<file path="src/rtl/det_window_counter.sv">
// det_window_counter
//
// Windowed event counter for the 1100 sequence detector's detect pulse.
// Counts det pulses over back-to-back windows of WIN cycles. At each window
// close the (saturated) count is offered on a valid/ready slot, and a one-cycle
// alarm fires if it reaches thresh. A result that arrives while the slot is
// still occupied is dropped and recorded in the sticky overrun flag.
//
// Ports
//   clk         system clock, rising edge
//   reset       asynchronous, active-high reset
//   det         detect pulse, sampled every edge while running
//   enable      1 = run windows, 0 = idle
//   thresh      alarm threshold, sampled at window close
//   cnt_out     count of the last completed window (stable while cnt_valid)
//   cnt_valid   cnt_out holds an unaccepted result
//   cnt_ready   consumer accepts when cnt_valid && cnt_ready at an edge
//   alarm       one-cycle pulse: closing count >= thresh
//   overrun     sticky: a window result was dropped
//   live_count  running count of the current window
module det_window_counter #(
  parameter int CW  = 8,
  parameter int WIN = 16
) (
  input  logic          clk,
  input  logic          reset,
  input  logic          det,
  input  logic          enable,
  input  logic [CW-1:0] thresh,
  output logic [CW-1:0] cnt_out,
  output logic          cnt_valid,
  input  logic          cnt_ready,
  output logic          alarm,
  output logic          overrun,
  output logic [CW-1:0] live_count
);

  localparam int              TW    = $clog2(WIN);
  localparam logic [TW-1:0]   TLAST = TW'(WIN - 1);
  localparam logic [CW-1:0]   CMAX  = '1;

  typedef enum logic {IDLE, RUN} state_e;

  state_e        state_q;
  logic [TW-1:0] timer_q;
  logic [CW-1:0] live_q;
  logic [CW-1:0] out_q;
  logic          valid_q;
  logic          alarm_q;
  logic          ovr_q;

  logic          accept;
  logic          close;
  logic [CW-1:0] count_d;

  assign accept  = valid_q & cnt_ready;
  assign close   = (state_q == RUN) && (timer_q == TLAST);
  // Count including this edge's det, clamped at all-ones.
  assign count_d = (det && (live_q != CMAX)) ? live_q + CW'(1) : live_q;

  always_ff @(posedge clk or posedge reset) begin
    if (reset) begin
      state_q <= IDLE;
      timer_q <= '0;
      live_q  <= '0;
      out_q   <= '0;
      valid_q <= 1'b0;
      alarm_q <= 1'b0;
      ovr_q   <= 1'b0;
    end else begin
      alarm_q <= 1'b0;
      // An accept frees the slot; a close on the same edge may refill it below.
      if (accept) valid_q <= 1'b0;

      case (state_q)
        IDLE: begin
          timer_q <= '0;
          live_q  <= '0;
          // det on the entry edge is deliberately not counted.
          if (enable) begin
            state_q <= RUN;
            ovr_q   <= 1'b0;
          end
        end

        RUN: begin
          if (close) begin
            // A close is honoured even if enable drops on the same edge.
            timer_q <= '0;
            live_q  <= '0;
            alarm_q <= (count_d >= thresh);
            if (!valid_q || accept) begin
              out_q   <= count_d;
              valid_q <= 1'b1;
            end else begin
              ovr_q   <= 1'b1;
            end
            if (!enable) state_q <= IDLE;
          end else if (!enable) begin
            // Partial window abandoned: no result, no alarm.
            state_q <= IDLE;
            timer_q <= '0;
            live_q  <= '0;
          end else begin
            timer_q <= timer_q + TW'(1);
            live_q  <= count_d;
          end
        end

        default: state_q <= IDLE;
      endcase
    end
  end

  assign cnt_out    = out_q;
  assign cnt_valid  = valid_q;
  assign alarm      = alarm_q;
  assign overrun    = ovr_q;
  assign live_count = live_q;

endmodule

</file>
<file path="config.mk">
export PLATFORM = sky130hd
export DESIGN_NAME = det_window_counter
export DESIGN_NICKNAME = d
export VERILOG_FILES = /design/src/rtl/det_window_counter.sv
export SDC_FILE = /design/constraint.sdc
export NUM_CORES = 1
export LEC_CHECK = 0
export CAP_MARGIN = 40
export CORE_AREA = 10 10 61 63
export DETAILED_ROUTE_END_ITERATION = 16
export DIE_AREA = 0 0 71 73
export GPL_ROUTABILITY_DRIVEN = 0
export GPL_TIMING_DRIVEN = 0
export PLACE_DENSITY = 0.9
export SETUP_SLACK_MARGIN = 0.05
export SLEW_MARGIN = 5
export SYNTH_ARGS = -nofsm -noshare
export SYNTH_HDL_FRONTEND = slang
export SYNTH_SLANG_ARGS = --single-unit
</file>
<file path="constraint.sdc">
create_clock -name clk -period 5.1 [get_ports clk]
set_clock_uncertainty 0.2 [all_clocks]
set_input_delay 0.51 -clock clk [delete_from_list [all_inputs] [get_ports clk]]
set_output_delay 0.51 -clock clk [all_outputs]
set_load 0.005 [all_outputs]
</file>
# Word-level counts from Yosys, hierarchy flattened
# Index checks and enable logic that the tools add are counted.
# Widths: inputs -> output; s select.
[word_totals] ff_bits=24 latchBits=0 ram_bits=0 rom_bits=0 inputBits=13 output_inout_bits=19 elab_cells=41 mem_count=0
[classes] n_addsub=2 mul=0 n_div=0 magnitude_cmp=1 n_eq_ne=5 shifts=0 muxes=18 n_bitwise=2 n_reduce_logical=6
[op_table] op="$mux 8" n=3
[op_table] op="$pmux 8 s2" n=1
[op_table] op="$mux 1" n=10
[op_table] op="$add 8x1->8 const B" n=1
[op_table] op="$ge 8x8->1" n=1
[op_table] op="$mux 4" n=2
[op_table] op="$ne 8x8->1 const B" n=1
[op_table] op="$pmux 4 s2" n=1
[op_table] op="$reduce_and 3->1" n=2
[op_table] op="$add 4x1->4 const B" n=1
[op_table] op="$eq 4x4->1 const B" n=1
[op_table] op="$ne 2x2->1 const B" n=2
[op_table] op="$logic_and 1x1->1" n=2
[op_table] op="$ne 2x1->1 const B" n=1
[op_table] op="$pmux 1 s2" n=1
[op_table] op="$and 1x1->1" n=1
[op_table] op="$logic_not 1->1" n=1
[op_table] op="$logic_or 1x1->1" n=1
[op_table] op="$not 1->1" n=1

# Depth between registers and ports, before layout
# Gate-level depths: netlist of the first run.
[depth] word_depth=6 ltp_mapped=10 mapped_depth_nobuf=10

# Least setup slack after synthesis of the first run
# No wires, ideal clock.
[synth_timing] path_type="flip-flop to flip-flop" start="register live_q[0], in the netlist live_count[0]" end="register alarm_q, in the netlist alarm" setup_ns=0.131 arrival_ns=2.163 t_required_ns=4.769 path_slack_ns=2.607 stages_incl_launch_ff=10 path_buffers=0 synth_period_minus_slack_ns=2.493 path_cell_list="dfrtp_1 -> ha_1 -> nand3_1 -> o21ai_2 -> xor2_1 -> ha_1 -> nand2b_1 -> a2111oi_0 -> o211a_1 -> a211oi_1"
[synth_between] elab_chain_cells=6 word_cells_on_any_way=7 cone_classes="add/sub (1); order compare (1); eq/ne (1); mux (3); reduce/logical (1)"
[synth_rtl] element="start, declared" line="46" rtl="logic [CW-1:0] live_q;"
[synth_rtl] element="start signal, assigned" line="106" rtl="live_q <= count_d;"
[synth_rtl] element="parallel branches: the longest is 2 deep, another holds $add 8x1->8"
[synth_rtl] element="$mux 8 (*)" line="59" rtl="assign count_d = (det && (live_q != CMAX)) ? live_q + CW'(1) : live_q;"
[synth_rtl] element="$ge 8x8->1 (*)" line="91" rtl="alarm_q <= (count_d >= thresh);"
[synth_rtl] element="$mux 1 (*)" line="87" rtl="if (close) begin"
[synth_rtl] element="$mux 1 (*)" line="75" rtl="case (state_q)"
[synth_rtl] element="end signal, assigned" line="91"
[synth_rtl] element="end, declared" line="49" rtl="logic alarm_q;"
# Every way passes the cells marked *.
# A chain may end at the register's enable or synchronous reset.

# Final worst setup path of the first run
# Same ends and word-level chain as after synthesis.

==> results of run 1 <==
[power by group]
part           switching (mW)  leakage [nW]  internal, mW
Combinational          0.0146         0.473        0.0166
Clock                  0.0567        0.0279        0.0795
Sequential            0.00158         0.331         0.192
[flip-flops by register name, indices dropped and copies added (netlist names)]
| register | flops |
|---|---|
| cnt_out | 8 |
| alarm | 1 |
| overrun | 1 |
| live_count | 8 |
| cnt_valid | 1 |
| state_q | 1 |
| timer_q | 4 |
[cell type report]
class | instances | area [um^2]
fillers | 219 | 928
flip-flops and latches | 24 | 601
clock inverters | 1 | 30.0
plain buffers | 2 | 17.5
inverters | 16 | 60.1
repair buffers | 32 | 325
well taps | 31 | 38.8
clock buffers | 3 | 22.5
multi-input cells | 85 | 592
[final timing paths]
| path | end | slack, ns | cells past startpoint |
|---|---|---|---|
| max in group asynchronous | live_count[1]$_DFF_PP0_ | 3.96 | 3 |
| min | timer_q[0]$_DFF_PP0_ | 0.26 | 1 |
| max reg2reg | alarm$_DFF_PP0_ | 2.16 | 9 |
| min in group asynchronous | cnt_valid$_DFF_PP0_ | 0.30 | 2 |
| min reg2reg | timer_q[0]$_DFF_PP0_ | 0.26 | 1 |
| max | alarm$_DFF_PP0_ | 2.16 | 9 |
[synth_stat cells (3+ instances only)]
library cell  count  area, um^2
a21oi_1           4        20.0
nand3_1           4        20.0
nand4_1           4        25.0
dfrtp_1          24         601
nor2_1           14        52.6
o21ai_0           5        25.0
inv_1            16        60.1
o21ai_2           3        26.3
nand2_1          10        37.5
ha_1             10         125
nand2b_1          4        25.0
mux2_2            5        56.3
[worst max-delay path: cells and delay by family, from the launching register on]
kind | cells | cell delay (ns)
adder cells (fa/ha/maj) | 2 | 0.58
flip-flops | 1 | 0.45
AO/OA/AOI/OAI | 4 | 0.95
XOR/XNOR | 1 | 0.32
AND/OR/NAND/NOR | 2 | 0.33
[metal layers]
metal	vias up	GRT usage, %	share of wire (%)
li1	509	-	-
met1	481	13.0	40
met2	29	22.6	52
met3	9	3.81	5.7
met4	0	4.73	2.3
met5	-	0	0
[cell families after synthesis]
logic type / share of synthesized area [%]
muxes: 6.01
buffers and inverters: 6.11
adders and majority gates: 9.85
and+or+nand+nor: 17.4
xor gates and xnor gates: 2.07
AOI/OAI and AO/OA: 11.2
DFF: 47.3
[stage by stage]
step / cell area, um^2 / hold WS (ns)
6_report: 1690 / 0.263
5_1_grt: 1690 / 0.292
4_1_cts: 1690 / 0.267
3_5_place_dp: 1630 / 0.250
3_3_place_gp: 1620 / 0.244
2_1_floorplan: 1270 / 0.230
==> key figures, run 1 <==
Hold path
  – HP Start: timer_q[0]$_DFF_PP0_
  – Hold Path Class: register to register

Detailed routing
  – Drt drc: 0
  – ANT nets after route: 0
  – Routed vias/inst: around 5.3
  – DR vias: approximately 1000
  – Post-Route WL: 3070 um
  – WL per Instance: around 16 um
  – Iteration-0 DRC Markers: 45
  – DR pass1 iterations: 4

Place
  – Post-Place Cells: 190
  – IO Port Bufs: 31
  – Place WS: about 2.0 ns
  – Detailed placement HPWL: approximately 2500 um

Floorplanning
  – Die height: roughly 73 um
  – Rows: 19
  – Die X: 71 um
  – I/O Pins: 32
  – Die ar.: a little over 5000 um^2
  – Initial Util: about half
  – Core area: 2620 um^2

Global routing
  – Vias in the first global route: 1089
  – GRT Total Usage: 12.4%
  – Largest net degree at the start of global routing: 15
  – GRT overflow: 0
  – First-pass GRT wire length: roughly 5200 um
  – Initial antenna violation count: 0

Yosys
  – Post-synthesis average cell area: approximately 10 um^2
  – Flops & latches, synth: 24
  – Top_reg_cell synth: dfrtp_1
  – Synthesized netlist cell count: between 100 and 150
  – Mapped cell area: approximately 1300 um^2
  – Cell variety after synth: 31
  – Yosys warning total: 0
  – Syn nets: 150
  – Sequential share of the synthesized area: a little under half
  – Post-synth EDFFs: 0
  – Async S/R FF share, synth: 100%

STA
  – Slew @ Worst Pin: 0.440 ns
  – Unrepaired setup endpoints after global routing: no
  – Crit share post-route: just under 60%
  – Final Max Slew Viols: 0
  – Total negative slack: 0 ns
  – Final hold violation count: 0
  – Setup violators final: 0
  – Setup ws final: between 2 and 2.5 ns
  – Fmax: roughly 340 MHz
  – Max_slew headroom: between 60% and 70%
  – Period minus WS final: around 3 ns

Outcome
  – Status: finished, final reports clean

Critical path
  – CP arrival: around 2.9 ns
  – CP max stage cell: a2111oi_0
  – Crit path cell chain: ha_1 > nand3_1 > o21ai_2 > xor2_1 > ha_1 > nand2b_1 > a2111oi_0 > o211a_1 > a211oi_1
  – CP peak stage delay: 0.47 ns
  – Endpoint class of the critical path: register
  – Reg-to-reg startpoint: live_count[0]$_DFF_PP0_
  – Kind of critical path: register to register
  – CP max FO: 6
  – Crit path launch: live_count[0]$_DFF_PP0_
  – Worst EP required: between 5 and 6 ns
  – Most frequent CP cell: ha_1
  – Startpoint type of the worst setup path: register

Finish
  – Commonest non-fill, non-tap cell in the layout: clkdlybuf4s50_1
  – N_diodes: 0
  – Final Util: between 60 and 70%
  – Most frequent cells in the layout: clkdlybuf4s50_1, dfrtp_1, inv_1
  – Share of cells above drive strength 1: 10.4%
  – Area delta synth->final: 32.8%
  – Fin nets: around 190
  – Post-route insts no fill: a little under 200

Clock network
  – H-Tree Depth: 1
  – Clock Latency Late Sink: 0.31 ns
  – CTS Buffer Depth: 2
  – CTS Buf Count: 3
  – Setup bufs post-CTS: 0
  – Cts repair resizes: 0
  – CTS tree: done
  – Worst-path clk slew: between 0.1 and 0.15 ns
  – Root Buffer: clkbuf_4
  – CTS Sinks: 24
  – Hold-fix buffers, CTS: 0

Power
  – Total power: 0.361 mW
  – Peak VDD IR: about 0.23 mV
  – Pleak: 0.833 nW
  – Cell Pwr Density: about 210 nW/um^2

Job
  – Max_cap viols: 0
Power figures use the tool's default switching activity.
==> run 2: changes to the inputs <==
--- a/config.mk
+++ b/config.mk
@@ -6,12 +6,12 @@
 export NUM_CORES = 1
 export LEC_CHECK = 0
 export CAP_MARGIN = 40
-export CORE_AREA = 10 10 61 63
+export CORE_AREA = 10 10 66 68
 export DETAILED_ROUTE_END_ITERATION = 16
-export DIE_AREA = 0 0 71 73
+export DIE_AREA = 0 0 76 78
 export GPL_ROUTABILITY_DRIVEN = 0
 export GPL_TIMING_DRIVEN = 0
-export PLACE_DENSITY = 0.9
+export PLACE_DENSITY = 0.81
 export SETUP_SLACK_MARGIN = 0.05
 export SLEW_MARGIN = 5
 export SYNTH_ARGS = -nofsm -noshare
==> constraint.sdc (replaced) <==
create_clock -name clk -period 2.4 [get_ports clk]
set_clock_uncertainty 0.2 [all_clocks]
set_input_delay 0.24 -clock clk [delete_from_list [all_inputs] [get_ports clk]]
set_output_delay 0.24 -clock clk [all_outputs]
set_load 0.005 [all_outputs]
==> run 2 against run 1 <==
Compared with the run above:
- design area increased by 12%
- flip-flop and latch count unchanged
- sequential share of layout area decreased by 3.6 points
- global-route usage decreased by 1.5 points
- die area increased by 14%
- non-clock buffer count increased by 13
- power increased by 88%
- largest cell class is now multi-input gates
- critical endpoint unchanged
- setup slack got worse by 2.1 ns
- cell count increased by 14%
- count of clock-buffer cells in the layout unchanged
- combinational power increased to 3.1 times the previous value
==> key figures, run 2 (synthesized netlist as in run 1, its figures left out) <==
STA
  – Fmax: roughly 430 MHz
  – Crit share post-route: a little over nine tenths
  – Slew @ Worst Pin: around 0.39 ns
  – Max_slew headroom: between 70% and 80%
  – Final hold violation count: 0
  – Unrepaired setup endpoints after global routing: yes
  – Final Max Slew Viols: 0
  – Period minus WS final: around 2.3 ns
  – Setup ws final: ~0.06 ns
  – Setup violators final: 0

Detailed routing
  – Iteration-0 DRC Markers: 14
  – DR vias: approximately 1100
  – Drt drc: 0
  – DR pass1 iterations: 4
  – Routed vias/inst: slightly below 5
  – Post-Route WL: around 3200 um
  – WL per Instance: 14.7 um
  – ANT nets after route: 0

Clock network
  – CTS Sinks: 24
  – Root Buffer: clkbuf_4
  – CTS tree: done
  – Worst-path clk slew: ~0.12 ns
  – CTS Buf Count: 3
  – Clock Latency Late Sink: between 0.3 and 0.4 ns
  – H-Tree Depth: 1
  – CTS Buffer Depth: 2

Finish
  – Area delta synth->final: 49.3%
  – N_diodes: 0
  – Share of cells above drive strength 1: between 20% and 30%
  – Commonest non-fill, non-tap cell in the layout: clkdlybuf4s50_1
  – Fin nets: 200
  – Most frequent cells in the layout: clkdlybuf4s50_1, dfrtp_1, inv_1
  – Final Util: about three fifths

Floorplanning
  – Core area: roughly 3200 um^2
  – Die X: 76 um
  – Die height: 78 um
  – Die ar.: approximately 5900 um^2
  – I/O Pins: 32
  – Rows: 21
  – Initial Util: roughly 40%

Critical path
  – CP max FO: 4
  – Reg2Reg Depth: 9
  – CP arrival: about 2.3 ns
  – Crit path launch: live_count[1]$_DFF_PP0_
  – Kind of critical path: register to register
  – CP peak stage delay: between 0.4 and 0.5 ns
  – Startpoint type of the worst setup path: register
  – Levels on crit path: 9
  – Most frequent CP cell: ha_4
  – Crit-path leading delay family: compound AO/OA/AOI/OAI gates
  – Worst EP required: around 2.4 ns
  – Endpoint class of the critical path: register
  – WP buf/inv: 1
  – Crit path cell chain: ha_4 > nand3_4 > o21ai_4 > mux2i_2 > inv_2 > ha_4 > a2111oi_4 > o211a_1 > a211oi_1
  – Reg-to-reg startpoint: live_count[1]$_DFF_PP0_
  – CP max stage cell: dfrtp_2

Job
  – Max_cap viols: 0

Hold path
  – HP Start: enable
  – WHS Path Cells: 1
  – Hold Path Class: input pin to register

Place
  – Detailed placement HPWL: 2310 um
  – IO Port Bufs: 31
  – Place WS: -0.245 ns

Global routing
  – Largest net degree at the start of global routing: 24
  – GRT Total Usage: 10.9%
  – Vias in the first global route: 1223
  – Initial antenna violation count: 0
  – GRT overflow: 0
  – First-pass GRT wire length: 5470 um

Power
  – Peak VDD IR: between 0.2 and 0.3 mV
  – Pleak: roughly 0.88 nW
  – Cell Pwr Density: 358 nW/um^2

Outcome
  – Status: finished, final reports clean
==> run 2: where the power goes <==
group	total [mW]	internal [mW]	leakage [nW]	switching, mW
Sequential	0.411	0.408	0.323	0.00295
Clock	0.171	0.0586	0.0138	0.112
Combinational	0.0967	0.0569	0.540	0.0398
Total	0.678	0.523	0.877	0.155
==> run 2: area by class of cell <==
type / instances / area, um^2
timing repair buffer: 45 / 437
tap: 46 / 57.6
clock buffer: 3 / 22.5
sequential: 24 / 607
multi-input combinational: 85 / 694
fill: 277 / 1280
buffer: 2 / 17.5
inverter: 16 / 60.1
==> run 2: metrics by stage <==
stage	cells	area [um^2]	setup TNS [ns]	hold slack [ns]	power, mW
after floorplan	127	1290	0	0.0546	0.453
final	221	1900	0	0.217	0.678
after detailed placement	205	1690	-0.245	0.239	0.491
after global placement	204	1660	-0.226	0.244	0.482
after CTS	218	1840	0	0.213	0.675
after global routing	221	1900	-0.0290	0.209	0.723
==> run 2: timing repair <==
item,4_1_cts,5_1_grt
pin swaps,6,7
setup endpoints to repair,1,1
hold endpoints to repair,1,0
buffers inserted,9,3
hold buffers,1,0
resized for setup,12,8
==> run 2: final timing paths <==
path | to | slack [ns]
max in group asynchronous | live_count[0]$_DFF_PP0_ | 1.18
worst max-delay path | alarm$_DFF_PP0_ | 0.06
worst min register to register | timer_q[0]$_DFF_PP0_ | 0.27
worst min-delay path | state_q$_DFF_PP0_ | 0.22
min in group asynchronous | timer_q[1]$_DFF_PP0_ | 0.47
worst max register to register | alarm$_DFF_PP0_ | 0.06
==> run 2: layer usage <==
layer  vias up  track usage (%)  part of all wire, %
li1        529                -                    -
met1       519             11.8                   42
met2        23             19.5                   52
met3         2             3.80                  6.0
met4         0             3.41                 0.49
met5         -                0                    0
==> run 3: changes to the inputs <==
--- a/config.mk
+++ b/config.mk
@@ -5,8 +5,9 @@
 export SDC_FILE = /design/constraint.sdc
 export NUM_CORES = 1
 export LEC_CHECK = 0
-export CAP_MARGIN = 40
+export CAP_MARGIN = 15
 export CORE_AREA = 10 10 66 68
+export CTS_BUF_LIST = sky130_fd_sc_hd__clkbuf_4 sky130_fd_sc_hd__clkbuf_8 sky130_fd_sc_hd__clkbuf_16
 export DETAILED_ROUTE_END_ITERATION = 16
 export DIE_AREA = 0 0 76 78
 export GPL_ROUTABILITY_DRIVEN = 0
==> run 3 against run 2 <==
Compared with the run above:
- combinational power fell by 6.9%
- core utilization did not move
- routed wire length fell by 2.0%
- non-clock buffer count fell by 5
- maximum frequency fell by 1.3%
- count of clock-buffer cells in the layout did not move
- sequential power barely moved
- critical path depth fell by 1
- critical endpoint unchanged
==> key figures, run 3 (synthesized netlist as in run 1, its figures left out) <==
Outcome
  – Status: finished, final reports clean

Floorplanning
  – Initial Util: around two fifths
  – Die X: about 76 um
  – I/O Pins: 32
  – Die ar.: slightly below 6000 um^2
  – Rows: 21
  – Die height: 78 um
  – Core area: between 3000 and 4000 um^2

Global routing
  – Largest net degree at the start of global routing: 25
  – Initial antenna violation count: 0
  – GRT overflow: 0
  – First-pass GRT wire length: 5380 um
  – Vias in the first global route: 1172
  – M3 GR Usage: between 3 and 4%
  – Busiest grt layer: met2
  – GRT Total Usage: a little over a tenth
  – Routing usage on met1: a little under an eighth
  – Met2 usage: around 20%

Critical path
  – CP max FO: 4
  – Crit path cell chain: ha_4 > or4_4 > o21ai_2 > inv_1 > ha_1 > a21oi_2 > o211a_1 > a211oi_1
  – R2r endpoint: alarm$_DFF_PP0_
  – Endpoint class of the critical path: register
  – Crit-path leading delay family: simple AND/OR/NAND/NOR gates
  – Startpoint type of the worst setup path: register
  – CP max stage cell: or4_4
  – Worst reg2reg setup slack: between 0.03 and 0.04 ns
  – Reg-to-reg startpoint: live_count[1]$_DFF_PP0_
  – CP peak stage delay: 0.53 ns
  – WP buf/inv: 1
  – Kind of critical path: register to register
  – Worst EP required: 2.41 ns
  – CP arrival: roughly 2.4 ns
  – Reg2Reg Depth: 8

Clock network
  – Hold-fix buffers, CTS: 0
  – H-Tree Depth: 1
  – CTS Buffer Depth: 2
  – Root Buffer: clkbuf_4
  – CTS Sinks: 24
  – Worst-path clk slew: between 0.1 and 0.15 ns
  – CTS tree: done
  – Clock Latency Late Sink: between 0.3 and 0.4 ns
  – CTS Buf Count: 3

Detailed routing
  – Post-Route WL: around 3200 um
  – Drt drc: 0
  – Iteration-0 DRC Markers: 27
  – Routed vias/inst: 4.89
  – DR pass1 iterations: 4
  – WL per Instance: 14.6 um
  – ANT nets after route: 0
  – DR vias: 1061

Finish
  – Commonest non-fill, non-tap cell in the layout: clkdlybuf4s50_1
  – FF/Latch Area: 607 um^2
  – Final Util: about three fifths
  – Fin nets: between 150 and 200
  – Share of cells above drive strength 1: between 20% and 30%
  – Fill cells: 290
  – Most frequent cells in the layout: clkdlybuf4s50_1, dfrtp_1, inv_1
  – N_diodes: 0
  – Area occupied by multi-input gates: 717 um^2
  – Area delta synth->final: 49.3%

STA
  – Crit share post-route: between 90% and 100%
  – Max_slew headroom: between 40% and 50%
  – Slew @ Worst Pin: approximately 0.89 ns
  – Setup violators final: 0
  – Unrepaired setup endpoints after global routing: yes
  – Hold WS: just under 0.2 ns
  – Fmax: about 420 MHz
  – Final hold violation count: 0
  – Period minus WS final: between 2 and 2.5 ns
  – Final Max Slew Viols: 0
  – Setup ws final: between 0.03 and 0.04 ns

Place
  – Detailed placement HPWL: 2320 um
  – Place WS: -0.238 ns
  – IO Port Bufs: 31

Power
  – Total power: approximately 0.79 mW
  – NetSw: roughly 0.16 mW
  – Cell Pwr Density: ~420 nW/um^2
  – Internal: ~0.63 mW
  – Comb pwr share: 11.4%
  – Clock share of power: 36.6%
  – Pleak: just under 0.9 nW
  – Sw Ratio: 20.5%
  – Power share of the sequential group: 52.0%
  – Peak VDD IR: around 0.31 mV

Hold path
  – Hold Path Class: input pin to asynchronous set/reset pin

Job
  – Max_cap viols: 0
run 3: cell count changes in the layout (fill, tap and decap cells not counted), sizes merged:
cell,delta
buf,-4
bufinv,+1
dlygate4sd2,-1
dlygate4sd3,-1
dlymetal6s2s,+1
run 3: layer usage:
metal  up-vias  part of all wire [%]
met5         -                     0
met4         0                   2.0
met3         6                   6.2
met2        27                    52
met1       507                    40
li1        521                     -
run 3: worst max path at each step:
stage | cells after the start | slack [ns] | from | to
final | 8 | 0.03 | live_count[1]$_DFF_PP0_ | alarm$_DFF_PP0_
after global routing | 9 | -0.06 | live_count[0]$_DFF_PP0_ | alarm$_DFF_PP0_
after CTS | 9 | 0.03 | live_count[0]$_DFF_PP0_ | alarm$_DFF_PP0_
after detailed placement | 10 | -0.24 | det | alarm$_DFF_PP0_
after global placement | 10 | -0.23 | det | alarm$_DFF_PP0_
after floorplan | 9 | 0.05 | live_count[0]$_DFF_PP0_ | alarm$_DFF_PP0_
run 3: power by group through the flow:
stage | clock network [mW] | logic [mW] | registers [mW]
2_1_floorplan | 0 | 0.0336 | 0.419
3_3_place_gp | 0 | 0.0632 | 0.419
3_5_place_dp | 0 | 0.0663 | 0.420
4_1_cts | 0.293 | 0.0895 | 0.411
5_1_grt | 0.321 | 0.100 | 0.412
6_report | 0.289 | 0.0900 | 0.411
run 3: per-stage QoR:
stage          cells  setup TNS [ns]  area, um^2
2_1_floorplan    127               0        1290
3_3_place_gp     204          -0.226        1660
3_5_place_dp     204          -0.238        1660
4_1_cts          217               0        1860
5_1_grt          217         -0.0581        1900
6_report         217               0        1900
run 3: layout make-up:
| class | instances | area share [%] |
|---|---|---|
| Buffer | 2 | 0.924 |
| Clock buffer | 3 | 1.19 |
| Clock inverter | 1 | 1.58 |
| Inverter | 16 | 3.17 |
| Multi-Input combinational cell | 85 | 37.8 |
| Sequential cell | 24 | 32.0 |
| Tap cell | 46 | 3.04 |
| Timing Repair Buffer | 40 | 20.3 |
run 3: worst reg2reg max path, cell delays in order, from the launching register on:
cell,delay [ns]
dfrtp_2,0.45
ha_4,0.18
or4_4,0.53
o21ai_2,0.12
inv_1,0.07
ha_1,0.30
a21oi_2,0.18
o211a_1,0.17
a211oi_1,0.05
run 3: repair_timing:
item	in CTS	in global routing
hold endpoints to repair	0	0
setup endpoints to repair	1	1
gates resized for setup	15	10
pin swaps	5	3
cloned	0	0
buffers inserted	9	0
==> patch 1, RTL diff (settings of run 2) <==
Set the parameter `CW` to 4 (it was 8).
--- a/src/rtl/det_window_counter.sv
+++ b/src/rtl/det_window_counter.sv
@@ -21,3 +21,3 @@
 module det_window_counter #(
-  parameter int CW  = 8,
+  parameter int CW  = 4,
   parameter int WIN = 16
Ports: changed (resized cnt_out, live_count and thresh); port bits go from 32 to 20. The function was not compared with the original's and may differ.
==> patch 1 against run 2 <==
Setup slack better by 0.11 ns; non-clock buffer count down 24; wire length down 47%; final area down 42%; synthesized cell count down 45%; total power down 26%; sequential power down 33%; via count down 46%; sequential cell count down 8; area after synthesis down 40%; count of clock-buffer cells in the layout up 1.
==> patch 1: results (changes against run 2) <==
| Metric | Value |
|---|---|
| # nets final | 113 (-44%) |
| Largest net degree at the start of global routing | 17 (-29%) |
| Vias in the first global route | 656 (-46%) |
| Min-delay worst type | input pin to asynchronous set/reset pin |
| Worst-path clk slew | 0.09 ns (-0.03 ns) |
| Post-synthesis sequential area ratio | 52.29% (+5.0 points) |
| Commonest cells post-synth | dfrtp_1, nor2_1, inv_1, ha_1, nand3_1 |
| 1st-iter DRT viols | 22 (+8) |
| Critical Path AT | 2.20 ns (-0.14 ns) |
| Rel. slew slack | 59.88% (-14 points) |
| Dpl ws | -0.03830 ns (+0.2064 ns) |
| Synth unique cells | 22 (-29%) |
| First-pass GRT wire length | 2884 µm (-47%) |
| Period utilization | 93.06% (-4.4 points) |
| Detailed Route WL | 1712 µm (-47%) |
| Dominant cells by area after synthesis | dfrtp_1, ha_1, nor2_1 |
| Via-to-Cell Ratio | 4.084 (-16%) |
| Crit path capture | alarm |
| CTS Buffer Depth | 2 (unchanged) |
| Largest fanout on the critical path | 4 (unchanged) |
| Layout cells sized above 1 | 17.53% (-9.3 points) |
| Max VDD drop | 114.1 µV (-59%) |
| First drt pass iteration count | 4 (unchanged) |
| HPWL Detailed | 1385 µm (-40%) |
| R2R Setup Slk | 0.17 ns (+0.11 ns) |
| Leakage Power | 0.5514 nW (-37%) |
| Syn Nets | 85 (-43%) |
| Port Buffers | 19 (-39%) |
| Status | complete, no violations |
| Clock latency on the worst-skew pair | 0.28 ns (-0.03 ns) |
| GR Util All Layers | 5.943% (-5.0 points) |
| Antenna cells | 0 (unchanged) |
-- patch 1: power by group --
part / leakage [nW] / switching (mW) / internal (mW)
Combinational: 0.311 / 0.0235 / 0.0306
Sequential: 0.220 / 0.00364 / 0.273
Clock: 0.0210 / 0.0783 / 0.0922
Total: 0.551 / 0.105 / 0.396
-- patch 1: area by class of cell --
type	instances	area [µm²]
Fill cell	317	2073
Sequential cell	16	400.4
Multi-Input combinational cell	46	361.6
Timing Repair Buffer	23	220.2
Tap cell	46	57.56
Clock buffer	4	36.28
Inverter	8	30.03
-- patch 1: worst min path at each step --
stage / cells after the start / startpoint / end / slack, ns
finish: 2 / reset / cnt_out[1] / 0.12
detailed placement: 1 / timer_q[0] / timer_q[0] / 0.28
global route: 2 / reset / cnt_out[1] / 0.17
global placement: 1 / timer_q[0] / timer_q[0] / 0.25
CTS: 2 / reset / cnt_out[1] / 0.13
floorplan: 1 / reset / alarm / -0.05
-- patch 1: what timing repair did --
action	4_1_cts	5_1_grt
resized for setup	2	3
pin swaps	0	1
setup buffers	1	3
setup endpoints to repair	1	1
-- patch 1: routing by layer --
layer  up-vias  GRT usage [%]  wire, µm
li1        287              -         -
met2        13          11.39       962
met1       280          5.474       632
met5         -              0         0
met3         4          2.419        97
met4         0          2.273        20
-- patch 1: cell families after synthesis --
family	after synthesis	synth area share, %
simple gates	25	17.81
flops	16	52.29
compound gates	8	6.046
buf+inv	8	3.922
fa+ha+maj	6	9.804
mux	4	6.699
xor+xnor	3	3.432
-- patch 1: worst max-delay path, stage by stage (launching register included) --
cell      delay (ns)
dfrtp_1         0.45
ha_4            0.20
nand3_1         0.08
nand2_2         0.10
xor2_2          0.23
ha_1            0.25
nand2b_1        0.14
a21o_1          0.17
a211oi_1        0.24
nor3_1          0.08
-- patch 1: stage by stage --
step,cells,instance area [µm²],utilization [%]
finish,143,1106,34.79
global route,143,1106,34.79
CTS,140,1069,33.61
detailed placement,135,1013,31.88
global placement,135,1013,31.88
floorplan,70,765.7,-
==> patch 2, RTL diff (flow settings as in run 2) <==
Without the edit above. Put one more register stage on the output `live_count`, without a reset. The value now appears one clock later. The other outputs are not delayed to match.
--- a/src/rtl/det_window_counter.sv
+++ b/src/rtl/det_window_counter.sv
@@ -118,3 +118,5 @@
   assign overrun    = ovr_q;
-  assign live_count = live_q;
+  always_ff @(posedge clk) begin
+    live_count <= live_q;
+  end
 
Function: changed (Yosys sat finds a counterexample within 4 cycles, from zero or initial values and one cycle with reset high).
==> patch 2 against run 2 <==
The run now ends with setup timing left; setup slack worse by 0.20 ns; clock power is 90% higher; wire length rose by 13%; die area unchanged; final area is 8.8% higher; total power increased by 41%; global-route usage rose by 1.9 points; area after synthesis rose by 10%; sequential cell count grew 8; non-clock buffer count increased by 1; critical path type unchanged; critical endpoint unchanged; largest power group unchanged; highest routed layer unchanged.
==> patch 2: results (changes against run 2) <==
| Metric | Value |
|---|---|
| NonClk Buf Share | 22.21% (-1.8 points) |
| Dominant cells by area after synthesis | dfrtp_1, dfxtp_1, ha_1 |
| GR Util All Layers | 12.80% (+1.9 points) |
| Met1 Wirelength | 1456 µm (+7.4%) |
| Met3 Use GR | 5.415% (+1.6 points) |
| H-tree depth | 2 (+1) |
| Invs w/o clock | 15 (-1) |
| Switching Fraction | 23.16% (+0.33 points) |
| Status | complete, but fails checks |
| Hold_ws | 0.2161 ns (-0.0009850 ns) |
| Reg2reg path depth | 11 (+2) |
| FFs & Latches | 32 (+33%) |
| Clk tree area frac | 2.852% (+1.7 points) |
| Grt met2 use | 22.87% (+3.4 points) |
| PnR worst setup slack | -0.1378 ns (-0.1992 ns) |
| Met2 routed WL | 1884 µm (+13%) |
| Fraction of area in multi-input gates | 32.40% (-4.2 points) |
| Failing checks | setup timing |
| Vias in the first global route | 1293 (+5.7%) |
| CLK BUF | 8 (+5) |
| Post-synthesis sequential area ratio | 54.38% (+7.1 points) |
| Leakage Power | 0.9658 nW (+10%) |
| Count of multi-input gates | 79 (-7.1%) |
| Number of signal-net buffers in the layout | 48 (+2.1%) |
| HPWL Detailed | 2333 µm (+0.76%) |
| Layout cells sized above 1 | 24.18% (-2.7 points) |
| Rel. slew slack | 69.65% (-4.5 points) |
| Setup violators final | 1 (+1) |
| # nets final | 204 (+2.0%) |
## patch 2: cell count changes after synthesis, sizes merged, moves of 3 or more
cell / before / now
dfxtp: 0 / 8
o21ai: 10 / 6
nand2: 10 / 2
nor2: 14 / 11
and2: 0 / 5
## patch 2: timing repair
| action | 4_1_cts | 5_1_grt |
|---|---|---|
| setup buffers | 14 | 0 |
| endpoints found under the hold margin | 6 | 0 |
| pin swaps | 9 | 2 |
| hold buffers | 1 | 0 |
| resized for setup | 14 | 2 |
| setup endpoints to repair | 1 | 1 |
| gates cloned | 0 | 0 |
## patch 2: kinds of logic (layout without fill, tap and decap cells)
logic type	Yosys count	count (layout)	synth area share [%]
compound gates	20	20	9.123
xor+xnor	4	4	2.505
buf+inv	16	71	4.382
flops	32	32	54.38
simple gates	37	37	14.13
mux	8	8	6.529
fa+ha+maj	10	10	8.945
## patch 2: stage by stage
step | setup TNS, ns | total power, mW | cells | worst slack (ns)
floorplan | -0.01482 | 0.5859 | 127 | -0.01482
global placement | -0.3628 | 0.6152 | 204 | -0.3628
detailed placement | -0.3770 | 0.6235 | 205 | -0.3770
CTS | -0.03970 | 0.9639 | 228 | -0.03970
global route | -0.2529 | 1.002 | 228 | -0.2529
finish | -0.1378 | 0.9589 | 228 | -0.1378
## patch 2: power groups by stage
stage / Combinational, mW / Clock (mW) / Sequential [mW]
2_1_floorplan: 0.0304 / 0 / 0.556
3_3_place_gp: 0.0593 / 0 / 0.556
3_5_place_dp: 0.0671 / 0 / 0.556
4_1_cts: 0.0866 / 0.332 / 0.545
5_1_grt: 0.0967 / 0.359 / 0.546
6_report: 0.0883 / 0.325 / 0.545
